**src/rtl/mem_arb_pkg.sv**
```systemverilog
// Shared types and constants for the Icache/Dcache memory-port arbiter.
//   XLEN / DATA_W / TAG_W / NUM_TAGS : bus and tag geometry
//   BUS_*                            : memory bus command encodings
//   owner_e / tag_entry_t            : owner-table entry layout
//   DEF_STARVE_LIMIT                 : default Icache starvation bound
package mem_arb_pkg;

    localparam int unsigned XLEN             = 32;
    localparam int unsigned DATA_W           = 64;
    localparam int unsigned TAG_W            = 4;
    localparam int unsigned NUM_TAGS         = 1 << TAG_W;
    localparam int unsigned DEF_STARVE_LIMIT = 8;

    typedef logic [1:0] bus_cmd_t;
    localparam bus_cmd_t BUS_NONE  = 2'd0;
    localparam bus_cmd_t BUS_LOAD  = 2'd1;
    localparam bus_cmd_t BUS_STORE = 2'd2;

    typedef enum logic {
        OWN_I = 1'b0,
        OWN_D = 1'b1
    } owner_e;

    typedef struct packed {
        logic   valid;
        owner_e who;
    } tag_entry_t;

endpackage

```
**src/rtl/mem_arbiter_if.sv**
```systemverilog
// Bus bundle between the two caches, the memory model and the arbiter.
//   slave  : arbiter view (takes cache/memory inputs, drives proc2mem/ctrl2* outputs)
//   master : environment view (caches + memory)
// MEM_ARBITER_PERF_EN adds the grant/starvation performance counters.
interface mem_arbiter_if;
    import mem_arb_pkg::*;

    logic [1:0]        Icache2ctrl_command;
    logic [XLEN-1:0]   Icache2ctrl_addr;
    logic [1:0]        Dcache2ctrl_command;
    logic [XLEN-1:0]   Dcache2ctrl_addr;
    logic [DATA_W-1:0] Dcache2ctrl_data;
    logic [TAG_W-1:0]  mem2proc_response;
    logic [DATA_W-1:0] mem2proc_data;
    logic [TAG_W-1:0]  mem2proc_tag;

    logic [1:0]        proc2mem_command;
    logic [XLEN-1:0]   proc2mem_addr;
    logic [DATA_W-1:0] proc2mem_data;
    logic [TAG_W-1:0]  ctrl2Icache_response;
    logic [DATA_W-1:0] ctrl2Icache_data;
    logic [TAG_W-1:0]  ctrl2Icache_tag;
    logic [TAG_W-1:0]  ctrl2Dcache_response;
    logic [DATA_W-1:0] ctrl2Dcache_data;
    logic [TAG_W-1:0]  ctrl2Dcache_tag;
    logic              d_grant;
    logic              tag_err;
`ifdef MEM_ARBITER_PERF_EN
    logic [31:0]       i_grant_cnt;
    logic [31:0]       d_grant_cnt;
    logic [31:0]       starve_force_cnt;
`endif

    modport slave (
        input  Icache2ctrl_command, Icache2ctrl_addr,
        input  Dcache2ctrl_command, Dcache2ctrl_addr, Dcache2ctrl_data,
        input  mem2proc_response, mem2proc_data, mem2proc_tag,
        output proc2mem_command, proc2mem_addr, proc2mem_data,
        output ctrl2Icache_response, ctrl2Icache_data, ctrl2Icache_tag,
        output ctrl2Dcache_response, ctrl2Dcache_data, ctrl2Dcache_tag,
        output d_grant, tag_err
`ifdef MEM_ARBITER_PERF_EN
        , output i_grant_cnt, d_grant_cnt, starve_force_cnt
`endif
    );

    modport master (
        output Icache2ctrl_command, Icache2ctrl_addr,
        output Dcache2ctrl_command, Dcache2ctrl_addr, Dcache2ctrl_data,
        output mem2proc_response, mem2proc_data, mem2proc_tag,
        input  proc2mem_command, proc2mem_addr, proc2mem_data,
        input  ctrl2Icache_response, ctrl2Icache_data, ctrl2Icache_tag,
        input  ctrl2Dcache_response, ctrl2Dcache_data, ctrl2Dcache_tag,
        input  d_grant, tag_err
`ifdef MEM_ARBITER_PERF_EN
        , input i_grant_cnt, d_grant_cnt, starve_force_cnt
`endif
    );

endinterface

```
**src/rtl/mem_tag_table.sv**
```systemverilog
// Owner table for outstanding memory load tags.
//   clock, reset_n      : clock, async active-low reset (all entries invalid)
//   set_en/tag/who      : record a new owner at the next edge (wins over clear)
//   clr_en/tag          : invalidate an entry at the next edge
//   lk_tag -> lk_entry  : combinational lookup; tag 0 always reads invalid
//   set_hit             : entry addressed by set_tag is currently valid
module mem_tag_table
    import mem_arb_pkg::*;
(
    input  logic             clock,
    input  logic             reset_n,
    input  logic             set_en,
    input  logic [TAG_W-1:0] set_tag,
    input  owner_e           set_who,
    input  logic             clr_en,
    input  logic [TAG_W-1:0] clr_tag,
    input  logic [TAG_W-1:0] lk_tag,
    output tag_entry_t       lk_entry,
    output logic             set_hit
);

    tag_entry_t entries [NUM_TAGS];

    // Table update: a set to the same tag as a clear takes precedence.
    always_ff @(posedge clock or negedge reset_n) begin
        if (!reset_n) begin
            for (int unsigned i = 0; i < NUM_TAGS; i++) begin
                entries[i] <= '0;
            end
        end else begin
            for (int unsigned i = 0; i < NUM_TAGS; i++) begin
                if (set_en && set_tag == TAG_W'(i)) begin
                    entries[i] <= tag_entry_t'{valid: 1'b1, who: set_who};
                end else if (clr_en && clr_tag == TAG_W'(i)) begin
                    entries[i] <= '0;
                end
            end
        end
    end

    // Tag 0 means "no tag", so it never reports an owner.
    always_comb begin
        lk_entry = '0;
        if (lk_tag != '0) begin
            lk_entry = entries[lk_tag];
        end
    end

    assign set_hit = entries[set_tag].valid;

endmodule

```
**src/rtl/mem_arbiter.sv**
```systemverilog
// Memory-port arbiter between Icache and Dcache.
// Dcache wins by default; after STARVE_LIMIT consecutive waiting cycles the
// Icache is forced through. Accepted load tags are recorded with their owner
// so returned data can be steered back to the right cache.
//   clock, reset_n : clock, async active-low reset (outputs quiet while low)
//   bus (slave)    : cache requests, memory responses, forwarded command,
//                    per-cache responses/returns, d_grant, sticky tag_err
// Build option MEM_ARBITER_PERF_EN: adds 32-bit i_grant_cnt, d_grant_cnt and
// starve_force_cnt counters to the bus.
module mem_arbiter
    import mem_arb_pkg::*;
#(
    parameter int unsigned STARVE_LIMIT = DEF_STARVE_LIMIT
) (
    input  logic         clock,
    input  logic         reset_n,
    mem_arbiter_if.slave bus
);

    localparam int unsigned SW = $clog2(STARVE_LIMIT + 1);

    logic          i_req;
    logic          d_req;
    logic          i_win;
    logic          d_win;
    logic [SW-1:0] starve_cnt;
    logic [SW-1:0] starve_cnt_nxt;
    logic          tag_err_q;
    logic          tag_err_nxt;

    logic          set_en;
    owner_e        set_who;
    logic          set_hit;
    logic          ret_on;
    logic          ret_hit;
    logic          ret_miss;
    logic          fault;
    tag_entry_t    lk_entry;

    assign i_req = (bus.Icache2ctrl_command != BUS_NONE);
    assign d_req = (bus.Dcache2ctrl_command != BUS_NONE);

    // Grant selection; gating on reset_n keeps every output quiet in reset.
    always_comb begin
        d_win = 1'b0;
        i_win = 1'b0;
        if (reset_n) begin
            if (d_req && (starve_cnt < SW'(STARVE_LIMIT))) begin
                d_win = 1'b1;
            end else if (i_req) begin
                i_win = 1'b1;
            end
        end
    end

    // Starvation counter: counts waiting Icache cycles, saturating at the limit.
    always_comb begin
        starve_cnt_nxt = '0;
        if (i_req && !i_win) begin
            starve_cnt_nxt = (starve_cnt == SW'(STARVE_LIMIT)) ? starve_cnt
                                                               : starve_cnt + SW'(1);
        end
    end

    // Forward the granted request to memory and route its accept tag back.
    always_comb begin
        bus.proc2mem_command     = BUS_NONE;
        bus.proc2mem_addr        = '0;
        bus.proc2mem_data        = '0;
        bus.ctrl2Icache_response = '0;
        bus.ctrl2Dcache_response = '0;
        bus.d_grant              = d_win;
        if (d_win) begin
            bus.proc2mem_command     = bus.Dcache2ctrl_command;
            bus.proc2mem_addr        = bus.Dcache2ctrl_addr;
            bus.proc2mem_data        = bus.Dcache2ctrl_data;
            bus.ctrl2Dcache_response = bus.mem2proc_response;
        end else if (i_win) begin
            bus.proc2mem_command     = bus.Icache2ctrl_command;
            bus.proc2mem_addr        = bus.Icache2ctrl_addr;
            bus.ctrl2Icache_response = bus.mem2proc_response;
        end
    end

    // Only accepted loads expect a data return, so only they claim a tag.
    assign set_who = d_win ? OWN_D : OWN_I;
    assign set_en  = (d_win || i_win) && (bus.proc2mem_command == BUS_LOAD)
                     && (bus.mem2proc_response != '0);

    assign ret_on   = reset_n && (bus.mem2proc_tag != '0);
    assign ret_hit  = ret_on && lk_entry.valid;
    assign ret_miss = ret_on && !lk_entry.valid;

    // Re-accepting a live tag is a fault unless that tag is retiring this cycle.
    assign fault = set_en && set_hit
                   && !(ret_hit && (bus.mem2proc_tag == bus.mem2proc_response));

    assign tag_err_nxt = tag_err_q | ret_miss | fault;

    mem_tag_table u_tag_table (
        .clock    (clock),
        .reset_n  (reset_n),
        .set_en   (set_en),
        .set_tag  (bus.mem2proc_response),
        .set_who  (set_who),
        .clr_en   (ret_hit),
        .clr_tag  (bus.mem2proc_tag),
        .lk_tag   (bus.mem2proc_tag),
        .lk_entry (lk_entry),
        .set_hit  (set_hit)
    );

    // Steer returned data to the recorded owner; unowned returns are dropped.
    always_comb begin
        bus.ctrl2Icache_data = '0;
        bus.ctrl2Icache_tag  = '0;
        bus.ctrl2Dcache_data = '0;
        bus.ctrl2Dcache_tag  = '0;
        if (ret_hit) begin
            if (lk_entry.who == OWN_I) begin
                bus.ctrl2Icache_data = bus.mem2proc_data;
                bus.ctrl2Icache_tag  = bus.mem2proc_tag;
            end else begin
                bus.ctrl2Dcache_data = bus.mem2proc_data;
                bus.ctrl2Dcache_tag  = bus.mem2proc_tag;
            end
        end
    end

    // Arbiter state registers.
    always_ff @(posedge clock or negedge reset_n) begin
        if (!reset_n) begin
            starve_cnt <= '0;
            tag_err_q  <= 1'b0;
        end else begin
            starve_cnt <= starve_cnt_nxt;
            tag_err_q  <= tag_err_nxt;
        end
    end

    assign bus.tag_err = tag_err_q;

`ifdef MEM_ARBITER_PERF_EN
    logic [31:0] i_grant_q;
    logic [31:0] d_grant_q;
    logic [31:0] force_q;

    // Performance counters; a forced cycle is an Icache grant over a live D request.
    always_ff @(posedge clock or negedge reset_n) begin
        if (!reset_n) begin
            i_grant_q <= '0;
            d_grant_q <= '0;
            force_q   <= '0;
        end else begin
            if (i_win) begin
                i_grant_q <= i_grant_q + 32'd1;
            end
            if (d_win) begin
                d_grant_q <= d_grant_q + 32'd1;
            end
            if (i_win && d_req) begin
                force_q <= force_q + 32'd1;
            end
        end
    end

    assign bus.i_grant_cnt      = i_grant_q;
    assign bus.d_grant_cnt      = d_grant_q;
    assign bus.starve_force_cnt = force_q;
`endif

endmodule

```
**src/flat_wrapper.sv**
```systemverilog
// flat-port wrapper written by rule: the top's interface ports become plain ports
module mem_arbiter_flat import mem_arb_pkg::*;
#(
    parameter int unsigned STARVE_LIMIT = DEF_STARVE_LIMIT
)
  (clock, reset_n, bus_Icache2ctrl_command, bus_Icache2ctrl_addr, bus_Dcache2ctrl_command, bus_Dcache2ctrl_addr, bus_Dcache2ctrl_data, bus_mem2proc_response, bus_mem2proc_data, bus_mem2proc_tag, bus_proc2mem_command, bus_proc2mem_addr, bus_proc2mem_data, bus_ctrl2Icache_response, bus_ctrl2Icache_data, bus_ctrl2Icache_tag, bus_ctrl2Dcache_response, bus_ctrl2Dcache_data, bus_ctrl2Dcache_tag, bus_d_grant, bus_tag_err);
  mem_arbiter_if bus_i ();
  input  logic clock;
  input  logic reset_n;
  input wire logic [$bits(bus_i.Icache2ctrl_command)-1:0] bus_Icache2ctrl_command;
  input wire logic [$bits(bus_i.Icache2ctrl_addr)-1:0] bus_Icache2ctrl_addr;
  input wire logic [$bits(bus_i.Dcache2ctrl_command)-1:0] bus_Dcache2ctrl_command;
  input wire logic [$bits(bus_i.Dcache2ctrl_addr)-1:0] bus_Dcache2ctrl_addr;
  input wire logic [$bits(bus_i.Dcache2ctrl_data)-1:0] bus_Dcache2ctrl_data;
  input wire logic [$bits(bus_i.mem2proc_response)-1:0] bus_mem2proc_response;
  input wire logic [$bits(bus_i.mem2proc_data)-1:0] bus_mem2proc_data;
  input wire logic [$bits(bus_i.mem2proc_tag)-1:0] bus_mem2proc_tag;
  output wire logic [$bits(bus_i.proc2mem_command)-1:0] bus_proc2mem_command;
  output wire logic [$bits(bus_i.proc2mem_addr)-1:0] bus_proc2mem_addr;
  output wire logic [$bits(bus_i.proc2mem_data)-1:0] bus_proc2mem_data;
  output wire logic [$bits(bus_i.ctrl2Icache_response)-1:0] bus_ctrl2Icache_response;
  output wire logic [$bits(bus_i.ctrl2Icache_data)-1:0] bus_ctrl2Icache_data;
  output wire logic [$bits(bus_i.ctrl2Icache_tag)-1:0] bus_ctrl2Icache_tag;
  output wire logic [$bits(bus_i.ctrl2Dcache_response)-1:0] bus_ctrl2Dcache_response;
  output wire logic [$bits(bus_i.ctrl2Dcache_data)-1:0] bus_ctrl2Dcache_data;
  output wire logic [$bits(bus_i.ctrl2Dcache_tag)-1:0] bus_ctrl2Dcache_tag;
  output wire logic [$bits(bus_i.d_grant)-1:0] bus_d_grant;
  output wire logic [$bits(bus_i.tag_err)-1:0] bus_tag_err;
  assign bus_i.Icache2ctrl_command = bus_Icache2ctrl_command;
  assign bus_i.Icache2ctrl_addr = bus_Icache2ctrl_addr;
  assign bus_i.Dcache2ctrl_command = bus_Dcache2ctrl_command;
  assign bus_i.Dcache2ctrl_addr = bus_Dcache2ctrl_addr;
  assign bus_i.Dcache2ctrl_data = bus_Dcache2ctrl_data;
  assign bus_i.mem2proc_response = bus_mem2proc_response;
  assign bus_i.mem2proc_data = bus_mem2proc_data;
  assign bus_i.mem2proc_tag = bus_mem2proc_tag;
  assign bus_proc2mem_command = bus_i.proc2mem_command;
  assign bus_proc2mem_addr = bus_i.proc2mem_addr;
  assign bus_proc2mem_data = bus_i.proc2mem_data;
  assign bus_ctrl2Icache_response = bus_i.ctrl2Icache_response;
  assign bus_ctrl2Icache_data = bus_i.ctrl2Icache_data;
  assign bus_ctrl2Icache_tag = bus_i.ctrl2Icache_tag;
  assign bus_ctrl2Dcache_response = bus_i.ctrl2Dcache_response;
  assign bus_ctrl2Dcache_data = bus_i.ctrl2Dcache_data;
  assign bus_ctrl2Dcache_tag = bus_i.ctrl2Dcache_tag;
  assign bus_d_grant = bus_i.d_grant;
  assign bus_tag_err = bus_i.tag_err;
  mem_arbiter #(.STARVE_LIMIT(STARVE_LIMIT)) u_core (.clock(clock), .reset_n(reset_n), .bus(bus_i));
endmodule
```
**config.mk**
```make
export PLATFORM = sky130hd
export DESIGN_NAME = mem_arbiter_flat
export DESIGN_NICKNAME = d
export VERILOG_FILES = /design/src/rtl/mem_arb_pkg.sv /design/src/rtl/mem_arbiter_if.sv /design/src/rtl/mem_tag_table.sv /design/src/rtl/mem_arbiter.sv /design/src/flat_wrapper.sv
export SDC_FILE = /design/constraint.sdc
export NUM_CORES = 1
export LEC_CHECK = 0
export ABC_CLOCK_PERIOD_IN_PS = 3600
export CAP_MARGIN = 5
export CORE_AREA = 2 2 173 175
export DETAILED_ROUTE_END_ITERATION = 12
export DIE_AREA = 0 0 175 177
export GPL_ROUTABILITY_DRIVEN = 0
export REMOVE_ABC_BUFFERS = 1
export SLEW_MARGIN = 25
export SYNTH_ARGS = -nofsm -noshare
export SYNTH_HDL_FRONTEND = slang
export SYNTH_SLANG_ARGS = --single-unit
```
**constraint.sdc**
```tcl
create_clock -name clock -period 3.6 [get_ports clock]
set_clock_uncertainty 0.1 [all_clocks]
set_input_delay 0.54 -clock clock [delete_from_list [all_inputs] [get_ports clock]]
set_output_delay 0.54 -clock clock [all_outputs]
set_load 0.01 [all_outputs]
```
== Word level (Yosys, flattened, before mapping) ==
Cells that the tools add are included.
Operators by class
  $add $sub $neg: 1
  multipliers: 0
  divide/modulo/power cells: 0
  magnitude comparators: 3
  eq/ne operators: 34
  shift-type cells: 0
  mux-type cells: 63
  bitwise gates (word level): 4
  reductions and logical operators: 68
Operator list (count)
  two-way mux 64 bit: 5
  two-way mux 2 bit: 39
  == test 4 bit, second input constant: 17
  two-way mux 32 bit: 2
  logical AND 1 bit: 42
  two-way mux 4 bit: 9
  nonzero test 2 bit: 18
  == test 4 x 3 -> 1 bit, second input constant: 8
  binary-select mux 2 bit (select 4 bit): 2
  == test 4 x 2 -> 1 bit, second input constant: 4
  greater-or-equal comparator 5 bit, second input constant: 2
  NOT 4 -> 5 bit: 2
  == test 4 x 1 -> 1 bit, second input constant: 2
  zero test 4 bit: 2
  nonzero test 4 bit: 2
  two-way mux 1 bit: 6
  adder 4 x 1 -> 4 bit, second input constant: 1
  == test 4 bit: 1
  < comparator 4 bit, second input constant: 1
  zero test 1 bit: 3
  == test 2 x 1 -> 1 bit, second input constant: 1
  inequality test 2 bit, second input constant: 1
  OR 1 bit: 2
  logical OR 1 bit: 1
Storage, ports and cells
  flip-flop bits (word level): 37
  latch bits: 0
  RAM bits: 0
  bits in read-only memories: 0
  input port bits: 206
  output and inout port bits: 244
  logic and storage cells: 207
  memories kept: 0

== Logic depth before layout (Yosys ltp) ==
Gate-level depths: netlist of the first run.
  word-level depth: 12
  gate-level depth with buffers: 9
  depth with buffers taken out: 6

== Modules after synthesis ==
A second synthesis of the first run with hierarchy kept.
Second synthesis, totals
  cells, all modules: 504
  area, all modules: 3990.1 sq um
Modules (own cells, without submodules)
  mem_arbiter: instances 1, cells an instance 326, area each 2217.1 sq um, sequential area each 125.1 sq um
  mem_tag_table: instances 1, cells an instance 178, area each 1773.0 sq um, sequential area each 800.8 sq um

== Worst setup path before layout of the first run ==
OpenSTA, ideal clock, no wires.
  kind: input-to-output
  from: input bus_mem2proc_tag[1]
  to: output bus_ctrl2Icache_data[56]
  arrival time: 2115 ps
  data required time: 2960 ps
  path slack: 845 ps
  stages on the path: 7
  path buffers: 3
  cells stage by stage: buf_6 mux2_2 a221oi_2 o32ai_2 buf_2 buf_6 a211oi_1
Between the ends
  word-level cells in the longest chain between the ends: 7
  elaborated cells between the ends (all ways): 10
  those cells by class: mux (6); bitwise (1); reduce/logical (3)
RTL lines
  from (decl): RTL line flat_wrapper.sv:17  | input wire logic [$bits(bus_i.mem2proc_tag)-1:0] bus_mem2proc_tag;
  NOT 4 -> 5 bit (not written as such): RTL line mem_tag_table.sv:45  | lk_entry = entries[lk_tag];
  binary-select mux 2 bit (select 4 bit): RTL line mem_tag_table.sv:45
  two-way mux 2 bit (not written as such) (2 in series): RTL line mem_tag_table.sv:45
  two-way mux 2 bit: RTL line mem_tag_table.sv:44  | if (lk_tag != '0) begin
  two-way mux 64 bit / logical AND 1 bit (equally long branches): RTL line mem_arbiter.sv:120, mem_arbiter.sv:91
  two-way mux 64 bit *: RTL line mem_arbiter.sv:119  | if (ret_hit) begin
  to (decl): RTL line flat_wrapper.sv:22  | output wire logic [$bits(bus_i.ctrl2Icache_data)-1:0] bus_ctrl2Icache_data;
Every way passes the cells marked *; elsewhere a longest branch is shown, timed or not. The select of a mux whose other input is x is not followed.

== Worst setup path in the final report of the first run ==
  from: input bus_mem2proc_tag[1]
  to: output bus_ctrl2Icache_data[34]
The elaborated chain is that of the path after synthesis.

==> metrics, run 1 <==
area fraction in and, or, nand and nor cells after synthesis=17.89%; maximum number of buffers from clock root to sink=2; number of max-cap violations=0; Hold Fails Final Rpt=0; maximum achievable frequency=289.3 MHz; post-synthesis share of cell area spent on xor and xnor gates=0.8821%; number of antenna-violating nets in the routed design=0; adder-cell area share of the yosys netlist=0.5040%; crit end category=primary output; die span in x=175 µm; PortBufs=449; setup tns final=0 ns; Power Dens Cells=252.4 nW/µm²; signal arrival time at the worst endpoint=2.82 ns; share of synthesized area spent on multiplexers=9.476%; Peak supply drop=182.8 µV; most frequent standard cell in the layout excluding fill and tap cells=clkdlybuf4s50_1; vias in the first global route=5989; pins over their slew limit=0; Clk Latency, worst-skew pair=0.28 ns; via total after detailed routing=6375; share of post-route cells with drive strength above 1=14.71%; total routing usage reported by global routing=15.98%; Clock Pin Slew Worst Setup and Hold Paths=0.05 ns; synthesized instance count=610; Min Clock Period, post-route=3.457 ns; setup violators final=0; maximum number of pins on one net before global-route repair=102; summed instance area of the synthesized netlist=4965 µm²; Worst Max-Slew Pin Slew=0.8513 ns; sequential area share after synthesis=18.15%; worst-case setup slack after placement=-0.3265 ns; Rows=63; number of clock sinks=36; outcome=completed; initial core utilization=16.98%; DIE AREA=30980 µm²; antenna violations before repair=1; peak fanout along the critical path=10; final total power=2606 µW; via density per instance=4.355; main combinational cell family by area after synthesis=compound AO/OA/AOI/OAI gates; post-synthesis compound-gate area fraction=37.73%; commonest non-fill, non-tap cells in the layout=clkdlybuf4s50_1, dlygate4sd2_1, a211oi_1; CTS tree=yes; Warnings, synthesis=0; number of enable-type register cells in the synthesized netlist=0; DR DRC count=0; area growth from synthesis to final layout=107.9%; Worst Slack Setup Final=0.1430 ns; Leakage Power=0.004618 µW; Required @ worst endpoint=2.96 ns; total number of H-tree levels=2; ports placed on the boundary=450; wire length per cell=18.65 µm; CP startpoint kind=input port; most common flop cell mapped by yosys=dfrtp_1; setup repair after global routing missed its margin=false; Total Wirelength=27300 µm; async set-reset flop share out of synthesis=100.0%; global-route wire length before repair=38430 µm; number of violations reported at the end of detailed-routing iteration 0=396; die boundary height=177 µm; Ant. Diodes=0; average cell area after synthesis=8.139 µm²; class of the worst hold path=input port to async pin; worst-case headroom to the max-slew limit=43.19%; number of buffers created by CTS=5; post-route fraction of the period consumed by the critical path=96.03%; Seq cells post-synth=36; clock root buffer=clkbuf_16; distinct cell type count of the synthesized netlist=53; Nets=1281; DP Wirelength=22090 µm; Worst Setup Path Type=input port to primary output; area of the core=29240 µm²; remaining global-route overflow=0; DRT Pass-1 Iters=5
## worst max-delay path, cell delays in order
cell	delay, ns
dlygate4sd2_1	0.24
buf_12	0.14
buf_4	0.12
mux4_2	0.50
nor2_2	0.17
o32ai_4	0.16
buf_4	0.18
buf_4	0.14
buf_6	0.14
a211oi_2	0.21
clkdlybuf4s15_1	0.28
## logic make-up (layout without fill, tap and decap cells)
group	count (synthesis)	after routing
compound gates	221	221
xor+xnor	5	5
fa+ha+maj	2	2
buf+inv	152	616
flops	36	36
mux	36	36
simple gates	158	158
## per-stage QoR
step                      util (%)  area, µm²  hold slack [ns]  std cells
final                        35.30      10320          0.03245       1464
after detailed placement     34.64      10130           0.3254       1442
after global placement       34.64      10130           0.3224       1442
after floorplan                  -       4479           0.1444        532
after global routing         35.30      10320          0.04655       1464
after CTS                    35.31      10330          0.03332       1464
## state kept, by name (all words and copies together) (netlist names)
| name | flops |
|---|---|
| u_core.bus.tag_err | 1 |
| u_core.starve_cnt | 4 |
| u_core.u_tag_table.entries | 31 |
## final timing paths
path | startpoint | endpoint | slack, ns | cells past startpoint
max | bus_mem2proc_tag[1] | bus_ctrl2Icache_data[34] | 0.14 | 11
min | reset_n | u_core.u_tag_table.entries[13]$_DFFE_PN0P_ | 0.03 | 1
max reg2reg | u_core.starve_cnt[3]$_DFFE_PN0P_ | u_core.u_tag_table.entries[14]$_DFFE_PN0P_ | 1.50 | 4
min reg2reg | u_core.u_tag_table.entries[31]$_DFFE_PN0P_ | u_core.u_tag_table.entries[31]$_DFFE_PN0P_ | 0.34 | 0
max in group asynchronous | reset_n | u_core.u_tag_table.entries[6]$_DFFE_PN0P_ | 2.76 | 2
min in group clock | u_core.u_tag_table.entries[31]$_DFFE_PN0P_ | u_core.u_tag_table.entries[31]$_DFFE_PN0P_ | 0.34 | 0
## cell usage after synthesis, types with 12 or more instances
library cell / number / area [µm²]
a211oi_2: 30 / 375.4
buf_6: 14 / 157.7
nand2_1: 12 / 45.04
nor2_1: 22 / 82.58
a211oi_1: 104 / 780.8
a22o_1: 32 / 280.3
dfrtp_1: 36 / 900.9
and2_1: 74 / 462.9
buf_2: 18 / 90.09
mux2i_1: 20 / 200.2
clkbuf_1: 37 / 138.9
inv_1: 74 / 277.8
## where the power goes
part / switching (µW) / internal, µW / leakage, µW
clock: 158 / 276 / 0.0000712
sequential: 84.6 / 498 / 0.000465
combinational: 724 / 865 / 0.00408
total: 967 / 1640 / 0.00462
## final cells by class
type / instances / area, µm²
fillers: 3052 / 18920
repair buffers: 534 / 5136
multi-input cells: 422 / 3374
flip-flops and latches: 36 / 900.9
well taps: 390 / 488.0
inverters: 74 / 277.8
clock buffers: 8 / 146.4
## metal layers
layer / vias up / global-route usage (%) / wire length, µm
li1: 3147 / - / -
met1: 3019 / 23.42 / 13040
met2: 188 / 25.51 / 12820
met3: 21 / 2.062 / 1150
met4: 0 / 2.118 / 285
met5: - / 0 / 0
## repair_timing
item / 4_1_cts / 5_1_grt
setup endpoints to repair: 136 / 59
buffers inserted: 11 / 0
gates cloned: 3 / 0
pin swaps: 1 / 0
hold buffers: 0 / 0
gates resized for setup: 159 / 15
Note: power is estimated with default switching activity, not from simulation.
==> inputs of run 2 (changes only) <==
ABC_CLOCK_PERIOD_IN_PS = 2800   (was 3600)
CORE_AREA = 4 4 171 173   (was 2 2 173 175)
clock period = 2.8 ns   (was 3.6 ns; I/O delays follow)
==> run 2 against run 1 <==
The run now ends with setup timing left. Register-to-register slack lost 0.64 ns. Die area is the same. Total power grew 45%. Clock-buffer cell count shrank 2. Flip-flop and latch count is the same. Design area grew 8.7%. Largest cell class unchanged. Highest routed layer is now met5.
==> metrics, run 2 (synthesis results as in run 1) <==
Rows=61; number of antenna-violating nets in the routed design=0; signal arrival time at the worst endpoint=2.49 ns; P_sw=1458 µW; slowest cell delay on critical path=0.51 ns; crit end category=primary output; R2R depth=5; hold buffers post-CTS=0; number of max-cap violations=0; area growth from synthesis to final layout=126.0%; DIE AREA=30980 µm²; Clk pwr share=14.0%; global-route wire length before repair=45400 µm; PortBufs=449; launching point of the worst reg2reg path=u_core.u_tag_table.entries[13]$_DFFE_PN0P_; DP Wirelength=23900 µm; Largest register FFs=31; maximum number of pins on one net before global-route repair=37; final standard cell utilization of the core=40.62%; combinational cell fraction of total power=66.5%; wire length per cell=21.42 µm; Top cell by count, worst path=buf_12; net switching share of the total power=38.72%; antenna violations before repair=2; via total after detailed routing=6920; number of clock sinks=36; DRT Pass-1 Iters=5; ordered list of cells on the worst path=buf_8, buf_12, mux2_4, mux4_2, nand3b_1, buf_6, buf_16, buf_12, buf_8, buf_16, buf_12, a211oi_2, buf_2; number of violations reported at the end of detailed-routing iteration 0=418; Hold Fails Final Rpt=0; clock root buffer=clkbuf_16; remaining global-route overflow=0; Sequential Power Share=19.5%; total number of H-tree levels=2; commonest non-fill, non-tap cells in the layout=clkdlybuf4s50_1, buf_2, a211oi_2; CP startpoint kind=input port; maximum number of buffers from clock root to sink=2; Leakage Power=0.005362 µW; class of the worst hold path=input port to async pin; area of the core=27630 µm²; share of post-route cells with drive strength above 1=41.93%; most frequent standard cell in the layout excluding fill and tap cells=clkdlybuf4s50_1; violated checks=setup timing; setup violators final=121; number of buffers created by CTS=5; Clock Pin Slew Worst Setup and Hold Paths=0.06 ns; via density per instance=4.556; setup repair after global routing missed its margin=true; worst-case setup slack after placement=-0.9039 ns; outcome=complete, but fails checks; Min Clock Period, post-route=3.006 ns; initial core utilization=17.97%; setup tns final=-10.53 ns; die span in x=175 µm; Worst Max-Slew Pin Slew=0.7130 ns; peak fanout along the critical path=7; Clk Latency, worst-skew pair=0.28 ns; post-route fraction of the period consumed by the critical path=107.4%; CTS tree=yes; vias in the first global route=6731; Buf/Inv on CP=9; die boundary height=177 µm; Peak supply drop=335.3 µV; family with the most delay on the worst path=buffers and inverters; Slowest-stage cell, CP=mux4_2; Nets=1348; minimum hold slack=0.1092 ns; Required @ worst endpoint=2.28 ns; Total Wirelength=32530 µm; Cell Int Power=2308 µW; total routing usage reported by global routing=18.86%; Worst Slack Setup Final=-0.2062 ns; maximum achievable frequency=332.7 MHz; ports placed on the boundary=450; DR DRC count=0; flop2flop setup slack=0.86 ns; pins over their slew limit=0; worst-case headroom to the max-slew limit=52.42%; reg-to-reg critical path endpoint=u_core.bus.tag_err$_DFF_PN0_; Power Dens Cells=335.6 nW/µm²; Worst Setup Path Type=input port to primary output; top register by number of flip-flops=u_core.u_tag_table.entries
[run 2: cell count changes in the layout (fill, tap and decap cells not counted), moves of 6 or more]
cell / previous run / this run
dlymetal6s2s_1: 1 / 9
a211oi_2: 31 / 109
buf_12: 9 / 26
dlygate4sd2_1: 124 / 60
a211oi_1: 103 / 23
buf_6: 2 / 29
clkdlybuf4s15_1: 7 / 0
clkbuf_2: 4 / 31
mux2_4: 0 / 6
buf_2: 2 / 138
buf_16: 0 / 10
clkdlybuf4s50_1: 310 / 205
[run 2: layout make-up]
| type | count | area, µm² |
|---|---|---|
| Timing Repair Buffer | 601 | 5563 |
| Sequential cell | 36 | 900.9 |
| Antenna cell | 1 | 2.502 |
| Tap cell | 378 | 473.0 |
| Multi-Input combinational cell | 422 | 3866 |
| Clock inverter | 1 | 5.005 |
| Fill cell | 2824 | 16410 |
| Inverter | 74 | 282.8 |
| Clock buffer | 6 | 128.9 |
[run 2: per-stage QoR]
step / cells / area, µm² / power, µW
after global placement: 1433 / 10200 / 2857
after CTS: 1515 / 11180 / 3722
final: 1519 / 11220 / 3766
after floorplan: 532 / 4479 / 1598
after global routing: 1518 / 11220 / 3964
after detailed placement: 1433 / 10200 / 2876
[run 2: power by group through the flow]
stage	Clock (µW)	Sequential, µW	Combinational [µW]
after floorplan	0	715	884
after global placement	0	733	2120
after detailed placement	0	734	2140
after CTS	537	732	2450
after global routing	560	753	2650
final	527	735	2500
[run 2: worst max path at each step]
stage	start	cells after the start	slack (ns)	end
after floorplan	bus_mem2proc_tag[1]	4	-2.57	bus_ctrl2Dcache_data[0]
after CTS	bus_mem2proc_tag[1]	13	-0.20	bus_ctrl2Dcache_data[31]
after global routing	u_core.u_tag_table.entries[13]$_DFFE_PN0P_	11	-0.25	bus_ctrl2Icache_data[18]
after global placement	bus_mem2proc_tag[1]	9	-0.90	bus_ctrl2Icache_data[2]
after detailed placement	bus_mem2proc_tag[1]	9	-0.90	bus_ctrl2Icache_data[2]
final	bus_mem2proc_tag[1]	13	-0.21	bus_ctrl2Icache_data[11]
[run 2: routing by layer]
| layer | vias to the layer above | GRT usage [%] | part of all wire (%) |
|---|---|---|---|
| li1 | 3295 | - | - |
| met3 | 18 | 3.952 | 6.1 |
| met5 | - | 0 | 0.10 |
| met4 | 4 | 1.735 | 0.64 |
| met2 | 237 | 31.27 | 49 |
| met1 | 3366 | 26.33 | 45 |
[run 2: what timing repair did]
action,in CTS,in global routing
buffers inserted,58,12
gates cloned,19,2
pin swaps,56,69
gates resized for setup,814,141
setup endpoints to repair,236,191
